==> config.mk <==
export PLATFORM = sky130hd
export DESIGN_NAME = mem_wb_stage
export DESIGN_NICKNAME = d
export VERILOG_FILES = /design/src/rtl/mem_wb_stage.sv
export SDC_FILE = /design/constraint.sdc
export NUM_CORES = 1
export LEC_CHECK = 0
export ABC_CLOCK_PERIOD_IN_PS = 3850
export CORE_UTILIZATION = 32
export CTS_CLUSTER_DIAMETER = 60
export DETAILED_ROUTE_END_ITERATION = 6
export PLACE_DENSITY = 0.68
export SLEW_MARGIN = 30
export SYNTH_ARGS = -nofsm -noshare
export SYNTH_HDL_FRONTEND = slang
export SYNTH_SLANG_ARGS = --single-unit
==> constraint.sdc <==
create_clock -name clk -period 3.85 [get_ports clk]
set_input_delay 0.77 -clock clk [delete_from_list [all_inputs] [get_ports clk]]
set_output_delay 0.77 -clock clk [all_outputs]
set_load 0.1 [all_outputs]
==> src/rtl/mem_wb_stage.sv <==
// MEM/WB pipeline register with valid/ready on both sides, an optional skid entry
// that makes mem_ready a pure register output, synchronous flush, and a forwarding lookup.
module mem_wb_stage #(
    parameter int DATA_WIDTH     = 32,
    parameter int REG_ADDR_WIDTH = 5,
    parameter int SKID           = 1
) (
    input  logic                      clk,
    input  logic                      rst,
    input  logic                      flush,
    input  logic                      mem_valid,
    output logic                      mem_ready,
    input  logic                      mem_we,
    input  logic [REG_ADDR_WIDTH-1:0] mem_regDest,
    input  logic [DATA_WIDTH-1:0]     mem_value,
    output logic                      wb_valid,
    input  logic                      wb_ready,
    output logic                      wb_we,
    output logic [REG_ADDR_WIDTH-1:0] wb_regDest,
    output logic [DATA_WIDTH-1:0]     wb_value,
    input  logic [REG_ADDR_WIDTH-1:0] fwd_reg,
    output logic                      fwd_hit,
    output logic [DATA_WIDTH-1:0]     fwd_value,
    output logic [1:0]                occupancy
);

    logic                      r_m_valid, r_m_we;
    logic [REG_ADDR_WIDTH-1:0] r_m_reg;
    logic [DATA_WIDTH-1:0]     r_m_value;
    logic                      r_s_valid, r_s_we;
    logic [REG_ADDR_WIDTH-1:0] r_s_reg;
    logic [DATA_WIDTH-1:0]     r_s_value;

    logic                      w_m_valid_nxt, w_m_we_nxt;
    logic [REG_ADDR_WIDTH-1:0] w_m_reg_nxt;
    logic [DATA_WIDTH-1:0]     w_m_value_nxt;
    logic                      w_s_valid_nxt, w_s_we_nxt;
    logic [REG_ADDR_WIDTH-1:0] w_s_reg_nxt;
    logic [DATA_WIDTH-1:0]     w_s_value_nxt;

    logic w_accept, w_drain, w_in_we, w_s_hit, w_m_hit;

    // With SKID=0 the skid registers are never loaded and hold their reset value.
    assign mem_ready = (SKID != 0) ? !r_s_valid : (!r_m_valid || wb_ready);
    assign w_accept  = mem_valid && mem_ready;
    assign w_drain   = r_m_valid && wb_ready;
    // Register 0 is hard-wired, so an entry targeting it never writes.
    assign w_in_we   = mem_we && (mem_regDest != '0);

    // NOTE: every next-state signal defaults to "hold" first so no path leaves one unassigned (no latch).
    always_comb begin
        w_m_valid_nxt = r_m_valid;
        w_m_we_nxt    = r_m_we;
        w_m_reg_nxt   = r_m_reg;
        w_m_value_nxt = r_m_value;
        w_s_valid_nxt = r_s_valid;
        w_s_we_nxt    = r_s_we;
        w_s_reg_nxt   = r_s_reg;
        w_s_value_nxt = r_s_value;

        if (flush) begin
            w_m_valid_nxt = 1'b0;
            w_s_valid_nxt = 1'b0;
        end else if (SKID != 0) begin
            if (!r_m_valid || w_drain) begin
                if (r_s_valid) begin
                    w_m_valid_nxt = 1'b1;
                    w_m_we_nxt    = r_s_we;
                    w_m_reg_nxt   = r_s_reg;
                    w_m_value_nxt = r_s_value;
                    w_s_valid_nxt = 1'b0;
                end else if (w_accept) begin
                    w_m_valid_nxt = 1'b1;
                    w_m_we_nxt    = w_in_we;
                    w_m_reg_nxt   = mem_regDest;
                    w_m_value_nxt = mem_value;
                end else begin
                    w_m_valid_nxt = 1'b0;
                end
            end else if (w_accept) begin
                w_s_valid_nxt = 1'b1;
                w_s_we_nxt    = w_in_we;
                w_s_reg_nxt   = mem_regDest;
                w_s_value_nxt = mem_value;
            end
        end else begin
            if (w_accept) begin
                w_m_valid_nxt = 1'b1;
                w_m_we_nxt    = w_in_we;
                w_m_reg_nxt   = mem_regDest;
                w_m_value_nxt = mem_value;
            end else if (w_drain) begin
                w_m_valid_nxt = 1'b0;
            end
        end
    end

    // NOTE: sequential state uses non-blocking assignments only.
    always_ff @(posedge clk or negedge rst) begin
        if (!rst) begin
            r_m_valid <= 1'b0;
            r_m_we    <= 1'b0;
            r_m_reg   <= '0;
            r_m_value <= '0;
            r_s_valid <= 1'b0;
            r_s_we    <= 1'b0;
            r_s_reg   <= '0;
            r_s_value <= '0;
        end else begin
            r_m_valid <= w_m_valid_nxt;
            r_m_we    <= w_m_we_nxt;
            r_m_reg   <= w_m_reg_nxt;
            r_m_value <= w_m_value_nxt;
            r_s_valid <= w_s_valid_nxt;
            r_s_we    <= w_s_we_nxt;
            r_s_reg   <= w_s_reg_nxt;
            r_s_value <= w_s_value_nxt;
        end
    end

    assign wb_valid   = r_m_valid;
    assign wb_we      = r_m_we;
    assign wb_regDest = r_m_reg;
    assign wb_value   = r_m_value;

    // The skid entry is the younger one, so it wins when both match.
    assign w_s_hit   = r_s_valid && r_s_we && (r_s_reg == fwd_reg) && (fwd_reg != '0);
    assign w_m_hit   = r_m_valid && r_m_we && (r_m_reg == fwd_reg) && (fwd_reg != '0);
    assign fwd_hit   = w_s_hit || w_m_hit;
    assign fwd_value = w_s_hit ? r_s_value : (w_m_hit ? r_m_value : '0);

    assign occupancy = {1'b0, r_m_valid} + {1'b0, r_s_valid};

endmodule

# == Word-level counts from Yosys, hierarchy flattened ==
# Index checks and enable logic that the tools add are counted.
# word_totals
regBits,78
wordCells,48
input_bits,48
# op_classes
add_sub_neg,1
eq_ne,2
n_bitwise,2
mux,15
reduce_logical,20
# op_table
operator,count
32-bit 2-to-1 mux,4
5-bit == test,2
5-bit 2-to-1 mux,2
5-bit nonzero test,2
1-bit logical AND,9
1-bit 2-to-1 mux,9
3-bit AND reduction,2
2-bit nonzero test,2
3-bit nonzero test,1
1-bit by 1-bit adder with 2-bit output,1
1-bit logical NOT,2
1-bit logical OR,2
1-bit NOT,2

# == Depth between registers and ports, before layout ==
# depth
word_depth,6
ltp_mapped,7
mapped_depth_nobuf,4

# == Worst setup path before layout ==
# No wires, ideal clock.
# synth_timing
path_kind,register to output
from,register r_m_reg[4] (netlist: wb_regDest[4])
to,output port fwd_hit
setup_slack_ns,0.509
path_stages_with_launch,6
n_path_buf,1
arrival_ns,2.571
t_required_ns,3.080
path_cell_list,dfrtp_1 > xor2_1 > nor4_1 > clkbuf_1 > nand2_1 > nand2_1
# synth_between
elab_chain_len,4
# synth_rtl
element,line_no,source
start: declaration,28,logic [REG_ADDR_WIDTH-1:0] r_m_reg;
start signal: assignment,112,r_m_reg <= w_m_reg_nxt;
5-bit == test,128,assign w_m_hit = r_m_valid && r_m_we && (r_m_reg == fwd_reg) && (fwd_reg != '0);
1-bit logical AND (2 in a row),128,
1-bit logical OR,129,assign fwd_hit = w_s_hit || w_m_hit;
end: declaration,22,"output logic fwd_hit,"
# No other way between the ends.

# == Worst setup path in the final report ==
# layout_timing
from,input port fwd_reg[1]
to,output port fwd_value[31]
# layout_between
elab_chain_len,5
# layout_rtl
element,line_no,source
start: declaration,21,"input logic [REG_ADDR_WIDTH-1:0] fwd_reg,"
5-bit == test,128,
1-bit logical AND (2 in a row),128,
32-bit 2-to-1 mux,130,assign fwd_value = w_s_hit ? r_s_value : (w_m_hit ? r_m_value : '0);
32-bit 2-to-1 mux *,130,
end: declaration,23,"output logic [DATA_WIDTH-1:0] fwd_value,"
# Mark *: on every way between the ends. The rest lies on a longest branch, timed or not.

==> results.toml <==
[synthesis]
synth_common_cells = "dfrtp_1 (78), mux2_2 (40), nor2_1 (39)"
yosysSeqAreaShare = 0.470
yosysWarnings = 0
synth_top_family_by_area = "multiplexers"
synthAdderAreaFrac = 0.00301
syn_nets = 401
synth.avg_cell_area_um2 = 11.8
synth_compound_area_frac = 0.0548
synthFlopType = "dfrtp_1"
synth_area_leaders = "dfrtp_1 (47%), mux2_2 (11%), mux2_4 (10%)"
synth-edff-count = 0
muxShareOfSynthArea = 0.305
yosysMostFrequentCell = "dfrtp_1"
synth.distinct_cells = 31
ys_ff_latch = 78
syn_inst = 352
synth_top_cell_by_area = "dfrtp_1"
syn_area_mm2 = 0.00415
yosys.area_share.simple = 0.105
synthXorXnorAreaFrac = 0.0211
synth_top_area_share = 0.470
async_reset_ff_frac = 1.00

[die]
core_area_mm2 = 0.0126
initial_core_util = 0.329
io_pins = 123
dieWidth_um = 116
die-area_mm2 = 0.0134
rows = 41
fp.dieH_um = 116

[final_layout]
multi_input_comb_area_mm2 = 0.00205
fin_nets = 513
seq_area_mm2 = 0.00195
area_delta_synth_final_pct = 47.7
final_core_util = 0.486
nFillCells = 1200
layout-drive-gt1-share = 0.293
antenna_cells = 0

[pwr]
p_sw_mw = 1.18
peakVddDrop_v = 0.000353
p_clk_frac = 0.292
p_per_area_mw_per_mm2 = 499
sw_frac_of_total = 0.384
sequentialPowerShare = 0.367
p_int_mw = 1.89
power_mw = 3.06
combPwrFrac = 0.341
p_leak_nw = 2.63

[clock_network]
cts-buffers-inserted = 9
clk-insertion-delay-late_ns = 0.33
cts_setup_buffers = 0
cts-root-buf = "clkbuf_16"
post_cts_resize_count = 0
clockBufferDepth = 2
path_clk_slew_ns = 0.06
htreeDepth = 3
cts_tree = "built"
hold_buffers = 0
cts.sinks = 78

[grt]
overflow = 0
grt_max_degree = 79
grt_util_met1 = 0.195
grt_usage = 0.163
busiest_layer = "met2"
grt_pass1_wl_um = 16700
grt_pass1_vias = 3256
use_met2 = 0.281
met3_usage = 0.0502
antenna_found_initial = 0

[hold_path]
hold_path_class = "input port to asynchronous set/reset pin"

[timing]
setup_viol = 0
fin_setup_tns_ns = 0
max_freq_mhz = 268
period_needed_ns = 3.73
slew_headroom = 0.315
period_share = 0.969
final_max_slew_viol_count = 0
fin_skew_ns = 0.00569
worstMarginPinSlew_ns = 1.02
rsz0062_at_grt = "false"
hold_viol = 0

[critical_path]
crit_path_end_kind = "primary output"
crit_arrival_ns = 2.96
critPathKind = "input port to primary output"
cpMaxStageDelayCell = "or4_4"
path_max_fanout = 33
start_kind = "input port"
critPathMaxStageDelay_ns = 0.57
cp_cell_sequence = "clkdlybuf4s50_1 > or4_4 > o211a_4 > and3_2 > mux2_2 > buf_12"
required_ns = 3.08

[routing]
antenna_left = 0
dr.first_iter.drc_count = 123
routed_via_density = 4.87
firstDrtPassIters = 4
drc_errors = 0
num_vias = 3109
drt_wl_total_um = 10300
wire_per_inst_um = 16.2

[placed_design]
place_hpwl_um = 6730
port_buffers = 122
routabilityCongestion = 0.809

[run_status]
status = "finished clean"

[job]
drv_cap = 0
==> placed cells by master (no fill, tap or decap), types with 8 or more instances in the layout <==
cell type        instances
buf_12                  34
mux2i_1                 38
nor2_1                  39
and3_1                  29
buf_4                    8
a21oi_1                 38
clkbuf_16                9
clkdlybuf4s50_1         84
mux2_2                  40
dfrtp_1                 77
mux2_4                  29
==> per-stage QoR <==
step                instances  hold WS (ns)  setup slack (ns)  cell area [um^2]
CTS                       639         0.520             0.113              6130
global placement          625         0.503             0.150              5830
floorplan                 352         0.474             0.509              4150
global route              639         0.526            0.0563              6140
detailed placement        625         0.507             0.113              5820
finish                    639         0.472             0.121              6140
==> final timing paths <==
path	cells after the start	endpoint	slack (ns)	start
worst max register to register	6	wb_value[19]$_DFFE_PN0P_	1.45	r_s_valid$_DFFE_PN0P_
min in group clk	1	wb_we$_DFFE_PN0P_	0.52	wb_we$_DFFE_PN0P_
max in group asynchronous	1	r_s_valid$_DFFE_PN0P_	2.86	rst
worst min-delay path	1	r_s_value[26]$_DFFE_PN0P_	0.47	rst
worst min register to register	1	wb_we$_DFFE_PN0P_	0.52	wb_we$_DFFE_PN0P_
worst max-delay path	6	fwd_value[31]	0.12	fwd_reg[1]
==> worst max-delay path, delay by kind of cell <==
family          cells  cell delay, ns
compound gates      1            0.39
simple gates        2            0.83
buf+inv             2            0.65
mux                 1            0.30
==> cell families (layout without fill, tap and decap cells) <==
group / Yosys count / in the layout
buffers and inverters: 29 / 144
AO/OA/AOI/OAI: 42 / 42
flip-flops: 78 / 78
XOR/XNOR: 10 / 10
adder cells (fa/ha/maj): 1 / 1
multiplexers: 107 / 107
AND/OR/NAND/NOR: 85 / 85
==> layer usage <==
metal / share of wire / wire [um] / up-vias
met5: 0 / 0 / -
met4: 0.014 / 148 / 0
met1: 0.43 / 4450 / 1526
met2: 0.48 / 4970 / 104
met3: 0.074 / 768 / 15
li1: - / - / 1464
==> cell type report <==
type,count,share of cell area
tap,172,0.0351
timing repair buffer,128,0.260
multi-input combinational,245,0.334
sequential,78,0.318
clock buffer,10,0.0389
inverter,2,0.00122
clock inverter,4,0.0118
==> power groups by stage <==
stage	sequential (mW)	combinational [mW]	clock (mW)
CTS	1.13	1.05	0.923
detailed placement	1.14	1.05	0
finish	1.13	1.04	0.894
global placement	1.13	1.04	0
global route	1.15	1.10	0.960
floorplan	1.59	0.284	0
No activity file was read; power rests on OpenSTA's default activity.
